File: config.mk
export PLATFORM = sky130hd
export DESIGN_NAME = jtframe_rom_arb
export DESIGN_NICKNAME = d
export VERILOG_FILES = /design/src/rtl/jtframe_rom_arb.sv
export SDC_FILE = /design/constraint.sdc
export NUM_CORES = 1
export LEC_CHECK = 0
export CAP_MARGIN = 20
export CORE_ASPECT_RATIO = 0.75
export CORE_MARGIN = 4
export CORE_UTILIZATION = 40
export CTS_CLUSTER_SIZE = 24
export DETAILED_ROUTE_END_ITERATION = 6
export PLACE_DENSITY = 0.72
export SKIP_CTS_REPAIR_TIMING = 1
export SLEW_MARGIN = 40
export SYNTH_ARGS = -nofsm -noshare
export SYNTH_HDL_FRONTEND = slang
export SYNTH_SLANG_ARGS = --single-unit
File: constraint.sdc
create_clock -name clk -period 9.2 [get_ports clk]
set_input_delay 1.38 -clock clk [delete_from_list [all_inputs] [get_ports clk]]
set_output_delay 1.38 -clock clk [all_outputs]
set_load 0.05 [all_outputs]
File: src/rtl/jtframe_rom_arb.sv
// ROM request arbiter: N game slots share one jtframe SDRAM read port.
// Each slot keeps a one-word cache; misses compete under round-robin or fixed priority.
module jtframe_rom_arb #(
    parameter int SLOTS      = 4,
    parameter int AW         = 22,
    parameter int DW         = 32,
    parameter int PRIO_FIXED = 0
) (
    input  logic                clk,
    input  logic                rst_n,
    input  logic                downloading,
    input  logic [SLOTS-1:0]    slot_cs,
    input  logic [SLOTS*AW-1:0] slot_addr,
    output logic [SLOTS-1:0]    slot_ok,
    output logic [SLOTS*DW-1:0] slot_dout,
    output logic                sdram_req,
    output logic [AW-1:0]       sdram_addr,
    input  logic                sdram_ack,
    input  logic                data_rdy,
    input  logic [DW-1:0]       data_read
);
    localparam int GW = (SLOTS > 1) ? $clog2(SLOTS) : 1;
    localparam logic [GW:0] SLOTS_W = (GW+1)'(SLOTS);

    typedef enum logic [1:0] {IDLE, WAIT_ACK, WAIT_DATA} state_t;

    state_t          state, state_nx;
    logic [SLOTS-1:0] valid, hit, cand;
    logic [AW-1:0]   cached_addr [SLOTS];
    logic [DW-1:0]   cache_data  [SLOTS];
    logic [GW-1:0]   ptr, gnt_idx, win_idx, idx;
    logic [GW:0]     sum;
    logic [AW-1:0]   win_addr;
    logic            win_any, grant, fill;

    always_comb begin
        hit = '0;
        for (int i = 0; i < SLOTS; i++)
            hit[i] = valid[i] && (cached_addr[i] == slot_addr[i*AW +: AW]);
    end

    assign slot_ok = slot_cs & hit & {SLOTS{~downloading}};
    assign cand    = downloading ? '0 : (slot_cs & ~hit);

    // Search order starts at ptr and wraps; with fixed priority it always starts at slot 0.
    always_comb begin
        win_any = 1'b0;
        win_idx = '0;
        sum     = '0;
        idx     = '0;
        for (int k = 0; k < SLOTS; k++) begin
            sum = {1'b0, ptr} + (GW+1)'(k);
            if (sum >= SLOTS_W) sum = sum - SLOTS_W;
            idx = (PRIO_FIXED != 0) ? GW'(k) : sum[GW-1:0];
            if (!win_any && cand[idx]) begin
                win_any = 1'b1;
                win_idx = idx;
            end
        end
    end

    always_comb begin
        win_addr = '0;
        for (int k = 0; k < SLOTS; k++)
            if (win_idx == GW'(k)) win_addr = slot_addr[k*AW +: AW];
    end

    always_ff @(posedge clk or negedge rst_n) begin
        if (!rst_n) state <= IDLE;
        else        state <= state_nx;
    end

    always_comb begin
        state_nx = state;
        case (state)
            IDLE:      if (win_any) state_nx = WAIT_ACK;
            WAIT_ACK:  if (sdram_ack) state_nx = data_rdy ? IDLE : WAIT_DATA;
            WAIT_DATA: if (data_rdy) state_nx = IDLE;
            default:   state_nx = IDLE;
        endcase
    end

    // Handshake: sdram_req stays high with a stable sdram_addr until sdram_ack;
    // data_rdy (in WAIT_DATA, or together with the ack) completes the transfer.
    always_comb begin
        sdram_req = 1'b0;
        grant     = 1'b0;
        fill      = 1'b0;
        case (state)
            IDLE:      grant = win_any;
            WAIT_ACK: begin
                sdram_req = 1'b1;
                fill      = sdram_ack & data_rdy;
            end
            WAIT_DATA: fill = data_rdy;
            default: ;
        endcase
    end

    always_ff @(posedge clk or negedge rst_n) begin
        if (!rst_n) begin
            sdram_addr <= '0;
            gnt_idx    <= '0;
            ptr        <= '0;
        end else if (grant) begin
            sdram_addr <= win_addr;
            gnt_idx    <= win_idx;
            if (PRIO_FIXED == 0)
                ptr <= (win_idx == GW'(SLOTS-1)) ? '0 : win_idx + GW'(1);
        end
    end

    // Data is filed under the latched address, so a slot that moved on keeps missing.
    always_ff @(posedge clk or negedge rst_n) begin
        if (!rst_n) begin
            valid <= '0;
            for (int i = 0; i < SLOTS; i++) begin
                cached_addr[i] <= '0;
                cache_data[i]  <= '0;
            end
        end else begin
            for (int i = 0; i < SLOTS; i++) begin
                if (fill && gnt_idx == GW'(i)) begin
                    cached_addr[i] <= sdram_addr;
                    cache_data[i]  <= data_read;
                end
                if (downloading)                     valid[i] <= 1'b0;
                else if (fill && gnt_idx == GW'(i))  valid[i] <= 1'b1;
            end
        end
    end

    always_comb begin
        slot_dout = '0;
        for (int k = 0; k < SLOTS; k++)
            slot_dout[k*DW +: DW] = cache_data[k];
    end

endmodule

Word level (Yosys, flattened, before mapping)
Index checks and enable logic that the tools add are counted.
{"block": "word_totals", "register_bits": 248, "in_bits": 129, "out_inout_bits": 155}
{"block": "classes", "n_addsub": 8, "order_cmp": 8, "eq_ne": 15, "n_mux": 42, "n_bitwise": 6, "reduce_logical": 22}
{"cell": "== test 22 bit", "count": 4}
{"cell": "2-to-1 mux 22 bit", "count": 4}
{"cell": "2-to-1 mux 2 bit", "count": 13}
{"cell": "2-to-1 mux 1 bit", "count": 18}
{"cell": "bitwise AND 4 bit", "count": 3}
{"cell": "< comparator 2 x 3 -> 1 bit (second input constant)", "count": 4}
{"cell": "logical AND 1 bit", "count": 11}
{"cell": "== test 2 bit (second input constant)", "count": 5}
{"cell": "greater-or-equal comparator 3 bit (second input constant)", "count": 3}
{"cell": "binary-select mux 1 bit (select 2 bit)", "count": 4}
{"cell": "nonzero test 2 bit", "count": 4}
{"cell": "subtractor 2 x 1 -> 2 bit (second input constant)", "count": 4}
{"cell": "adder 2 x 2 -> 3 bit (second input constant)", "count": 2}
{"cell": "== test 2 x 1 -> 1 bit (second input constant)", "count": 3}
{"cell": "logical NOT 2 bit", "count": 3}
{"cell": "inequality test 2 bit (second input constant)", "count": 3}
{"cell": "case mux 2 bit (3 select lines)", "count": 1}
{"cell": "2-to-1 mux 4 bit", "count": 1}
{"cell": "NOT 4 bit", "count": 1}
{"cell": "adder 2 x 1 -> 3 bit (second input constant)", "count": 1}
{"cell": "greater-or-equal comparator 2 x 3 -> 1 bit (second input constant)", "count": 1}
{"cell": "logical NOT 1 bit", "count": 3}
{"cell": "AND reduction 3 bit", "count": 1}
{"cell": "adder 2 x 1 -> 2 bit (second input constant)", "count": 1}
{"cell": "other kinds (3)", "count": 3}

Logic depth before layout (Yosys ltp)
Gate-level depths: netlist (run 1).
{"block": "logic_depth", "depth_word": 22, "depth_mapped": 16, "mapped_depth_nobuf": 15}

Worst setup path after synthesis (run 1)
OpenSTA, ideal clock, no wires.
{"block": "synth_path", "path_type": "input port to output port", "from": "input port slot_addr[61]", "to": "output port slot_ok[2]", "arrival_time_ns": 3.462, "path_slack_ns": 4.358, "path_stages": 4, "cell_sequence": "xor2_1 -> nor4_1 -> nand4_1 -> nor4_1"}
{"block": "synth_via", "elab_chain_cells": 4}
{"item": "start: declaration", "line_no": "13", "text": "input logic [SLOTS*AW-1:0] slot_addr,"}
{"item": "== test 22 bit", "line_no": "39", "text": "hit[i] = valid[i] && (cached_addr[i] == slot_addr[i*AW +: AW]);"}
{"item": "logical AND 1 bit", "line_no": "39"}
{"item": "bitwise AND 4 bit (2 in a row)", "line_no": "42", "text": "assign slot_ok = slot_cs & hit & {SLOTS{~downloading}};"}
{"item": "end: declaration", "line_no": "14", "text": "output logic [SLOTS-1:0] slot_ok,"}
No other way between the ends.

Worst setup path after layout (run 1)
{"block": "layout_path", "from": "input port slot_addr[71]", "to": "output port slot_ok[3]"}
Same word-level chain as after synthesis.

==> results of run 1 <==
-- power by group through the flow --
stage | Combinational [uW] | Clock (uW) | Sequential (uW)
floorplan | 803 | 0 | 2850
global placement | 2780 | 0 | 1820
detailed placement | 2800 | 0 | 1850
CTS | 2810 | 1020 | 1830
global route | 2930 | 1060 | 1900
finish | 2800 | 989 | 1840
-- synthesized netlist by cell type, types with 2 or more instances --
cell type                           n  share of area (%)
sky130_fd_sc_hd__xnor2_1           52                4.0
sky130_fd_sc_hd__nand4_1           14               0.77
sky130_fd_sc_hd__and3_1             2               0.11
sky130_fd_sc_hd__a21oi_1           48                2.1
sky130_fd_sc_hd__nor3_1             3               0.13
sky130_fd_sc_hd__clkdlybuf4s50_2    2               0.20
sky130_fd_sc_hd__nor4_2             5               0.55
sky130_fd_sc_hd__mux2_2           222                 22
sky130_fd_sc_hd__xor2_1            36                2.8
sky130_fd_sc_hd__clkbuf_1          33                1.1
sky130_fd_sc_hd__nand3_1            3               0.13
sky130_fd_sc_hd__inv_1             10               0.33
sky130_fd_sc_hd__a211oi_1           2               0.13
sky130_fd_sc_hd__o21a_1             3               0.20
sky130_fd_sc_hd__dfrtp_1          248                 55
sky130_fd_sc_hd__buf_12             3               0.53
sky130_fd_sc_hd__nor4_1             7               0.39
sky130_fd_sc_hd__and2b_2            2               0.15
sky130_fd_sc_hd__buf_1              3              0.099
sky130_fd_sc_hd__nand2_1           51                1.7
sky130_fd_sc_hd__nor2_1            56                1.9
sky130_fd_sc_hd__ha_1               7               0.77
sky130_fd_sc_hd__o21ai_0           26                1.1
sky130_fd_sc_hd__mux2_4            17                2.3
-- flip-flops by register name, summed over array words and instances, names as in the netlist --
signal / cells
sdram_addr: 22
state: 2
ptr: 2
slot_dout: 128
gnt_idx: 2
valid: 4
cached_addr: 88
-- stage by stage --
stage | worst slack, ns | area, sq um | utilization, % | hold slack, ns
after global placement | 3.42 | 14500 | 51.9 | 0.477
after floorplan | 4.36 | 11300 | - | 0.466
after global routing | 3.56 | 15400 | 55.0 | 0.520
final | 3.73 | 15400 | 55.0 | 0.504
after detailed placement | 3.38 | 14600 | 52.2 | 0.485
after CTS | 3.73 | 15400 | 54.9 | 0.502
-- critical path, cell delays in order --
cell and delay [ns]:
sky130_fd_sc_hd__clkdlybuf4s50_1 0.45, sky130_fd_sc_hd__xor2_1 0.18, sky130_fd_sc_hd__nor4_2 0.50, sky130_fd_sc_hd__nand4_1 0.33, sky130_fd_sc_hd__nor4_1 0.27, sky130_fd_sc_hd__and2_1 0.18
sky130_fd_sc_hd__clkdlybuf4s50_1 0.80
-- metal layers --
metal	share of wire, %	vias up	GRT usage [%]
li1	-	3604	-
met4	1.7	0	4.07
met2	44	276	31.6
met3	9.2	41	7.08
met5	0	-	0
met1	45	4059	29.7
-- how the worst max path moves through the flow --
stage / startpoint / to / slack [ns]
final: slot_addr[71] / slot_ok[3] / 3.73
after global routing: slot_addr[1] / sdram_addr[7] / 3.56
after CTS: slot_addr[46] / slot_ok[2] / 3.73
after detailed placement: slot_addr[46] / sdram_addr[10] / 3.38
after global placement: slot_addr[46] / sdram_addr[5] / 3.42
after floorplan: slot_addr[61] / slot_ok[2] / 4.36
-- cells by family (layout without fill, tap and decap cells) --
family,Yosys count,in the layout,synth area share (%)
AO/OA/AOI/OAI,89,89,4.49
XOR/XNOR,88,88,6.80
adder cells (fa/ha/maj),7,7,0.773
buffers and inverters,52,348,2.54
flip-flops,248,248,54.7
multiplexers,240,240,24.4
other,0,1,0
AND/OR/NAND/NOR,149,149,6.27
-- final cells by class --
class | instances | area [sq um] | area share, %
timing repair buffer | 296 | 3000 | 19.5
clock inverter | 5 | 63.8 | 0.415
sequential | 248 | 6210 | 40.4
antenna | 1 | 2.50 | 0.0163
clock buffer | 37 | 712 | 4.63
inverter | 10 | 37.5 | 0.244
tap | 385 | 482 | 3.13
multi-input combinational | 573 | 4880 | 31.7
==> results.md, run 1 <==
* Outcome: finished clean
* Die outline area at a little over 30000 sq um
* Clock latency on the worst-skew pair at 0.54 ns
* Average cell area after synthesis at 13.0 sq um
* Remaining max-slew budget at the tightest pin at 44.8%
* Netlist Area Pre-Place at around 11000 sq um
* Effective utilization at floorplan at 40.5%
* Power per Cell Area at 366 nW/um^2
* Post-route non-filler standard cell count at 1555
* Register-to-Register Path Depth at 14
* Worst R2R Start: cached_addr[22]
* Final critical path time including I/O delays and setup at 5.47 ns
* Peak Freq at 0.183 GHz
* Clock network fraction of total power at between 10% and 20%
* Highest net fanout along the worst path at 2
* Most used DFF post-synth: sky130_fd_sc_hd__dfrtp_1
* Endpoint of the most critical register-to-register path: sdram_addr[7]
* Number of placement rows at 53
* Max-cap violations at 0
* Setup repair after global routing missed its margin: no
* Hold-critical path depth at 1
* Required @ worst endpoint at 7.82 ns
* Wire length of the first global-routing pass at roughly 51 mm
* CTS Buffer Depth at 3
* Final setup fails at 0
* Count of warnings emitted by yosys at 0
* Pin count of the biggest net entering global routing at 73
* Post-Route Skew at 0.0152 ns
* Lkg Pwr at ~0.0068 uW
* Final Hold Viols at 0
* Global-route usage over all layers at 20.9%
* Fraction of power consumed by combinational cells at 49.8%
* Actual slew at the worst max-slew pin at a little over 0.8 ns
* Synth async-reset ratio at 100%
* Final wirelength at about 33 mm
* Core area at 28000 sq um
* Sequential power share at about a third
* Leftover overflow at the end of global routing at 0
* HPWL after DPL at 23.7 mm
* Clock buffers created by TritonCTS at 26
* DRC violations left at 0
* Routed WL per cell at 21.3 microns
* Layout overhead on the synthesized area at 35.7%
* TritonCTS clock tree: built
* Worst Hold Launch: slot_dout[78]
* Routability Congestion at a little under 0.9
* Cell count after synthesis at around 870
* Horizontal extent of the die at a little over 200 microns
* Flop-to-flop setup slack at about 4.8 ns
* Routed Antenna Nets at 0
* Commonest cells after routing, fill and taps aside: 282 x sky130_fd_sc_hd__clkdlybuf4s50_1, 248 x sky130_fd_sc_hd__dfrtp_1, 222 x sky130_fd_sc_hd__mux2_2, 55 x sky130_fd_sc_hd__nor2_1, 52 x sky130_fd_sc_hd__xnor2_1
* Flip-flop and latch count after synthesis at 248
* Overall via count from detail_route at 7980
* 1st-pass router iterations at 7
* Type of destination of the critical path: output port
* Total power consumption of the routed design at 5620 uW
* Via density at 5.13
* Antenna violations before repair at 1
* Setup TNS at 0 ns
* Crit Path Category: in -> out
* Ratio of cells with drive above 1 in the final layout at 25.8%
* Sequential element share of the synthesized area at between 50 and 60%
* Largest vdd supply drop at 285 uV
* Die height at ~150 microns
* Net switching power at 2450 uW
* Internal cell power at 3180 uW
* # clock sinks at 248
* Data arrival time of the worst path at 4.09 ns
* Startpoint type of the worst setup path: primary input
* Number of DRC markers after the initial detailed-route iteration at ~450
* Nets at 1291
* Class of the tightest hold or removal check: reg -> reg
* CTS clk-pin slew, worst paths at approximately 0.06 ns
* Number of enable-type register cells in the synthesized netlist at 0
* Total count of max-transition violations in the final report at 0
* Port Buf Inserts at 283
* Post-route clock period utilization at 59.5%
* Post-Syn Nets at 1009
* Sw Share at 43.5%
* Fillcell total at 2411
* Via count of the first global-routing pass at approximately 8400
* Num ports at approximately 280
* Unique cell type count in the Yosys netlist at 42
* Placed cell count at 1512
* End point of the most critical hold path: slot_dout[78]
* Most common cell after layout, fill and taps aside: sky130_fd_sc_hd__clkdlybuf4s50_1
* H-tree Lvls at 1
* Root buffer cell: sky130_fd_sc_hd__clkbuf_16
Note: power is estimated with default switching activity, not from simulation.
==> run 2, diff against run 1 <==
==> constraint.sdc (replaced) <==
create_clock -name clk -period 5.57 [get_ports clk]
set_input_delay 0.8355 -clock clk [delete_from_list [all_inputs] [get_ports clk]]
set_output_delay 0.8355 -clock clk [all_outputs]
set_load 0.05 [all_outputs]
==> run 2 against run 1 <==
Cell count increased by 0.51%. Non-clock buffer count increased by 2. Cell area increased by 0.63%. Register-to-register slack got worse by 2.8 ns. Clock power increased by 80%. Sequential cell count unchanged. Sequential share of layout area decreased by 0.25 points. First-iteration DRC count decreased by 21%. Setup slack got worse by 2.5 ns. Core utilization increased by 0.34 points. Largest cell class unchanged.
==> results.md, run 2 (synthesis results as in run 1) <==
* DRC violations left at 0 (unchanged)
* Top Usage Layer GRT: met2
* Routability Congestion at 0.843 (-5.7%)
* TritonCTS clock tree: built
* Global-route usage over all layers at 20.7% (-0.24 points)
* GRT met1 Usage at 29.1% (-0.55 points)
* Num ports at 284 (unchanged)
* Wire length of the first global-routing pass at 50.5 mm (-1.0%)
* Critical-path cell with the highest stage delay: sky130_fd_sc_hd__clkdlybuf4s50_1
* Core area at 28000 sq um (unchanged)
* CTS Buffer Depth at 3 (unchanged)
* Startpoint type of the worst setup path: primary input
* Worst R2R Start: cached_addr[5]
* Post-route clock period utilization at 77.8%
* Via count of the first global-routing pass at 8441 (+0.37%)
* Clock latency on the worst-skew pair at 0.53 ns (about the same)
* Antenna violations before repair at 3 (+2)
* Routed Antenna Nets at 0 (unchanged)
* Endpoint of the most critical register-to-register path: sdram_addr[14]
* Actual slew at the worst max-slew pin at 0.697 ns (-0.131 ns)
* Power per Cell Area at 609 nW/um^2 (+66%)
* Flop-to-flop setup slack at 1.99 ns (-2.81 ns)
* Setup TNS at 0 ns (unchanged)
* Fillcell total at 2383 (-1.2%)
* Leftover overflow at the end of global routing at 0 (unchanged)
* Largest register FFs at 128 (unchanged)
* Setup repair after global routing missed its margin: no
* Port Buf Inserts at 283 (unchanged)
* Data arrival time of the worst path at 3.50 ns (-0.59 ns)
* Crit Path Category: in -> out
* Die outline area at 31100 sq um (unchanged)
* Register-to-Register Path Depth at 14 (unchanged)
* Post-Layout Inst Area at 15500 sq um (+0.63%)
* Root buffer cell: sky130_fd_sc_hd__clkbuf_16
* Overall via count from detail_route at 7954 (-0.33%)
* Met3 global-route usage at 6.39% (-0.70 points)
* Class of the tightest hold or removal check: in -> async
* Final critical path time including I/O delays and setup at 4.33 ns
* Total power consumption of the routed design at 9420 uW (+68%)
* Post-route non-filler standard cell count at 1563 (+0.51%)
* HPWL after DPL at 23.2 mm (-2.1%)
* Clock buffers created by TritonCTS at 27 (+3.8%)
* Via density at 5.09 (-0.84%)
* Number of DRC markers after the initial detailed-route iteration at 358 (-21%)
* H-tree Lvls at 1 (unchanged)
* # clock sinks at 248 (unchanged)
* Final wirelength at 32.8 mm (-1.1%)
* Remaining max-slew budget at the tightest pin at 53.5% (+8.8 points)
* Placed cell count at 1514 (+0.13%)
* Layout overhead on the synthesized area at 36.5%
* Final setup fails at 0 (unchanged)
* Fin Hold WS at 0.312 ns (-0.192 ns)
* Crit path largest cell delay at 0.91 ns (+0.11 ns)
* Commonest cells after routing, fill and taps aside: 282 x sky130_fd_sc_hd__clkdlybuf4s50_1, 248 x sky130_fd_sc_hd__dfrtp_1, 222 x sky130_fd_sc_hd__mux2_2, 55 x sky130_fd_sc_hd__nor2_1, 52 x sky130_fd_sc_hd__xnor2_1
* Required @ worst endpoint at 4.73 ns (-3.09 ns)
* Post-Route Skew at 0.0119 ns (-0.00323 ns)
* Nets at 1294 (+0.23%)
* Placed Area at 14600 sq um (-0.11%)
* Lkg Pwr at 0.00686 uW (+0.87%)
* Type of destination of the critical path: output port
* Final Hold Viols at 0 (unchanged)
* Effective utilization at floorplan at 40.5% (unchanged)
* Max-cap violations at 0 (unchanged)
* Outcome: finished clean
* Number of placement rows at 53 (unchanged)
* Most common cell after layout, fill and taps aside: sky130_fd_sc_hd__clkdlybuf4s50_1
* Total count of max-transition violations in the final report at 0 (unchanged)
* Pin count of the biggest net entering global routing at 87 (+19%)
* Peak Freq at 0.231 GHz
* CTS clk-pin slew, worst paths at 0.06 ns (about the same)
* Horizontal extent of the die at 202 microns (unchanged)
* Routed WL per cell at 21.0 microns (-1.6%)
* Ratio of cells with drive above 1 in the final layout at 26.7% (+0.87 points)
* Cells along the critical path: clkdlybuf4s50_1 > xor2_1 > nor4_1 > nand4_1 > nor4_1 > clkdlybuf4s50_1
* Highest net fanout along the worst path at 2 (unchanged)
* Largest vdd supply drop at 446 uV (+56%)
* 1st-pass router iterations at 4 (-3)
* Met2 track demand over resource at 31.7% (+0.048 points)
* Die height at 154 microns (unchanged)
-- run 2: changes by cell type in the layout (fill, tap and decap cells not counted), sizes merged --
cell	before	now
clkinvlp	1	0
diode	1	2
clkinv	3	7
clkbuf	37	38
buf	14	16
bufinv	1	2
-- run 2: report_power, final --
group,internal (uW),leakage [uW],switching [uW]
combinational,1800,0.00318,2820
sequential,2520,0.00324,497
clock,1060,0.000438,719
-- run 2: layer usage --
layer / wire length (microns) / part of all wire (%) / vias up
met4: 697 / 2.1 / 2
li1: - / - / 3610
met3: 2790 / 8.5 / 50
met1: 14600 / 45 / 4038
met2: 14700 / 45 / 254
met5: 7 / 0.021 / -
-- run 2: how the worst max path moves through the flow --
stage                  startpoint  slack (ns)        endpoint
floorplan           slot_addr[61]        1.82      slot_ok[2]
global placement    slot_addr[18]        0.88  sdram_addr[20]
detailed placement  slot_addr[19]        0.82   sdram_addr[9]
CTS                 slot_addr[71]        1.25      slot_ok[3]
global route        slot_addr[71]        1.16      slot_ok[3]
finish              slot_addr[46]        1.24      slot_ok[2]
-- run 2: worst max-delay path, delay by kind of cell --
| kind | cells | cell delay [ns] |
|---|---|---|
| buffers and inverters | 2 | 1.39 |
| AND/OR/NAND/NOR | 3 | 1.08 |
| XOR/XNOR | 1 | 0.18 |
-- run 2: area by class of cell --
type / instances / area [sq um] / share of cell area [%]
sequential: 248 / 6210 / 40.1
tap: 385 / 482 / 3.11
multi-input combinational: 573 / 4880 / 31.6
timing repair buffer: 298 / 2980 / 19.3
clock buffer: 38 / 777 / 5.02
antenna: 2 / 5.00 / 0.0323
clock inverter: 9 / 103 / 0.663
inverter: 10 / 37.5 / 0.243
-- run 2: metrics by stage --
stage	util, %	setup WS [ns]
finish	55.3	1.24
global route	55.3	1.16
CTS	55.2	1.25
global placement	52.0	0.876
floorplan	-	1.82
detailed placement	52.1	0.817
==> run 3, diff against run 2 <==
==> constraint.sdc (replaced) <==
create_clock -name clk -period 4.2 [get_ports clk]
set_input_delay 0.63 -clock clk [delete_from_list [all_inputs] [get_ports clk]]
set_output_delay 0.63 -clock clk [all_outputs]
set_load 0.05 [all_outputs]
==> run 3 against run 2 <==
Clock-buffer cell count decreased by 1. Critical path depth increased by 1. First-iteration DRC count up 2.2%. Total power grew 31%. Cell count rose by 0.26%. Sequential power up 33%. Critical path type unchanged. Largest cell class unchanged.
==> results.md, run 3 (synthesis results as in run 1) <==
* Class of the tightest hold or removal check: reg -> reg
* Power per Cell Area at 795 nW/um^2 (+31%)
* Crit path largest cell delay at 0.81 ns (-0.10 ns)
* Largest vdd supply drop at 614 uV (+38%)
* Library cell appearing most often on the critical path: sky130_fd_sc_hd__clkdlybuf4s50_1
* Startpoint type of the worst setup path: primary input
* Post-route clock period utilization at between 90 and 100%
* Clock buffers created by TritonCTS at 26 (-3.7%)
* Type of destination of the critical path: output port
* Overall via count from detail_route at 8034 (+1.0%)
* Post-route non-filler standard cell count at 1567 (+0.26%)
* Commonest cells after routing, fill and taps aside: 279 x sky130_fd_sc_hd__clkdlybuf4s50_1, 248 x sky130_fd_sc_hd__dfrtp_1, 222 x sky130_fd_sc_hd__mux2_2, 55 x sky130_fd_sc_hd__nor2_1, 52 x sky130_fd_sc_hd__xnor2_1
* Routed WL per cell at 20.9 microns (-0.34%)
* CTS clk-pin slew, worst paths at 0.06 ns (about the same)
* Required @ worst endpoint at 3.57 ns (-1.16 ns)
* Leftover overflow at the end of global routing at 0 (unchanged)
* Ratio of cells with drive above 1 in the final layout at 27.2% (+0.46 points)
* Clock latency on the worst-skew pair at 0.53 ns (about the same)
* Setup repair after global routing missed its margin: no
* Crit Path Category: in -> out
* Via count of the first global-routing pass at 8217 (-2.7%)
* Ant. Diodes at 0 (-2)
* Post-placement setup slack at 0.0174 ns (-0.799 ns)
* Number of DRC markers after the initial detailed-route iteration at 366 (+2.2%)
* Horizontal extent of the die at 202 microns (unchanged)
* Wire length of the first global-routing pass at 49.9 mm (-1.3%)
* Fraction of power consumed by combinational cells at 50.0% (+0.9 points)
* CTS Buffer Depth at 3 (unchanged)
* Peak Freq at ~0.26 GHz
* Max-cap violations at 0 (unchanged)
* Critical path buffers and inverters at 3 (+1)
* Nets at 1305 (+0.85%)
* Root buffer cell: sky130_fd_sc_hd__clkbuf_16
* Antenna violations before repair at 0 (-3)
* Cells along the critical path: clkdlybuf4s50_1 > xnor2_1 > nand4_1 > nor4_2 > buf_4 > and3_1 > clkdlybuf4s50_1
* Sw Share at 43.1% (+0.20 points)
* 1st-pass router iterations at 5 (+1)
* Die height at 154 microns (unchanged)
* Number of placement rows at 53 (unchanged)
* Layout overhead on the synthesized area at 37.4%
* Sequential standard cell area at 6210 sq um (unchanged)
* Port Buf Inserts at 283 (unchanged)
* DRC violations left at 0 (unchanged)
* Via density at 5.13 (+0.75%)
* Routability Congestion at 0.877 (+4.0%)
* Highest net fanout along the worst path at 4 (+2)
* Sequential power share at 32.4% (+0.4 points)
* H-tree Lvls at 1 (unchanged)
* Post-Route Skew at 0.0112 ns (-0.000743 ns)
* Num ports at 284 (unchanged)
* Pin count of the biggest net entering global routing at 106 (+22%)
* Actual slew at the worst max-slew pin at 0.730 ns (+0.0328 ns)
* Core area at 28000 sq um (unchanged)
* Fin Hold WS at 0.502 ns (+0.191 ns)
* Largest register FFs at 128 (unchanged)
* TritonCTS clock tree: built
* HPWL after DPL at 23.4 mm (+0.80%)
* Effective utilization at floorplan at 40.5% (unchanged)
* Final setup fails at 0 (unchanged)
* # clock sinks at 248 (unchanged)
* Critical-path cell with the highest stage delay: sky130_fd_sc_hd__clkdlybuf4s50_1
* Die outline area at 31100 sq um (unchanged)
* Final Hold Viols at 0 (unchanged)
* Global-route usage over all layers at 20.5% (-0.18 points)
* Final worst slack at 0.364 ns (-0.874 ns)
* Internal cell power at 7040 uW (+31%)
* Data arrival time of the worst path at 3.21 ns (-0.29 ns)
* Placed cell count at 1524 (+0.66%)
* Routed Antenna Nets at 0 (unchanged)
* Most common cell after layout, fill and taps aside: sky130_fd_sc_hd__clkdlybuf4s50_1
* Fillcell total at 2368 (-0.63%)
* Lkg Pwr at 0.00692 uW (+0.86%)
* Clock network fraction of total power at 17.6% (-1.3 points)
* Final wirelength at 32.8 mm (about the same)
* Outcome: finished clean
* Total count of max-transition violations in the final report at 0 (unchanged)
* Fraction of the core area covered by cells at the end of the flow at 55.7% (+0.36 points)
* CP top delay family: buffers and inverters
* Net switching power at 5330 uW (+32%)
* Area of the multi-input gates at 4880 sq um (-0.10%)
* Remaining max-slew budget at the tightest pin at 51.2% (-2.3 points)
* Final critical path time including I/O delays and setup at roughly 3.8 ns
* Setup TNS at 0 ns (unchanged)
## run 3: cell count changes in the layout (fill, tap and decap cells not counted), moves of 2 or more
cell / change
sky130_fd_sc_hd__buf_12: +8
sky130_fd_sc_hd__buf_4: +7
sky130_fd_sc_hd__buf_6: -2
sky130_fd_sc_hd__bufinv_16: -2
sky130_fd_sc_hd__clkdlybuf4s50_1: -3
sky130_fd_sc_hd__clkinv_4: -2
sky130_fd_sc_hd__diode_2: -2
sky130_fd_sc_hd__ha_1: +2
sky130_fd_sc_hd__ha_2: -2
## run 3: per-stage QoR
step	area, sq um	power (uW)
after global placement	14700	10100
after CTS	15500	12500
after detailed placement	14700	10200
after floorplan	11300	8000
after global routing	15600	13000
final	15600	12400
## run 3: final cells by class
class	count	share of cell area, %
clock inverters	4	0.129
clock buffers	37	4.96
repair buffers	310	20.4
inverters	10	0.241
well taps	385	3.09
flip-flops and latches	248	39.8
multi-input cells	573	31.3
## run 3: worst paths after layout
| check | cells after the start | slack [ns] | endpoint | startpoint |
|---|---|---|---|---|
| worst max register to register | 15 | 0.70 | sdram_addr[12] | cached_addr[22] |
| min in group asynchronous | 2 | 0.56 | cached_addr[55] | rst_n |
| worst min-delay path | 1 | 0.50 | slot_dout[55] | slot_dout[55] |
| max in group asynchronous | 4 | 2.58 | slot_dout[26] | rst_n |
| worst max-delay path | 7 | 0.36 | slot_ok[0] | slot_addr[18] |
| worst min register to register | 1 | 0.50 | slot_dout[55] | slot_dout[55] |
## run 3: worst register-to-register path, stage by stage (launching register included)
cell and delay (ns):
sky130_fd_sc_hd__dfrtp_1 0.38, sky130_fd_sc_hd__xor2_1 0.18, sky130_fd_sc_hd__nor4_1 0.57, sky130_fd_sc_hd__nand4_1 0.24, sky130_fd_sc_hd__o21ai_2 0.24, sky130_fd_sc_hd__mux2i_1 0.10, sky130_fd_sc_hd__a211oi_1 0.31, sky130_fd_sc_hd__buf_4 0.19
sky130_fd_sc_hd__ha_1 0.26, sky130_fd_sc_hd__buf_12 0.20, sky130_fd_sc_hd__nor2_1 0.06, sky130_fd_sc_hd__a21oi_1 0.12, sky130_fd_sc_hd__nor2_1 0.06, sky130_fd_sc_hd__a21oi_1 0.12, sky130_fd_sc_hd__o21ai_0 0.09, sky130_fd_sc_hd__mux2_4 0.27
## run 3: layer usage
metal	GRT usage, %	vias to the layer above	share of wire [%]
li1	-	3646	-
met1	28.9	4073	44
met2	31.4	269	45
met3	6.51	46	9.1
met4	4.39	0	2.2
met5	0	-	0
## run 3: power groups by stage
stage,clock network (uW),logic (uW),registers (uW)
floorplan,0,1760,6240
global placement,0,6150,3990
detailed placement,0,6200,4030
CTS,2250,6230,4010
global route,2350,6480,4130
finish,2180,6190,4010
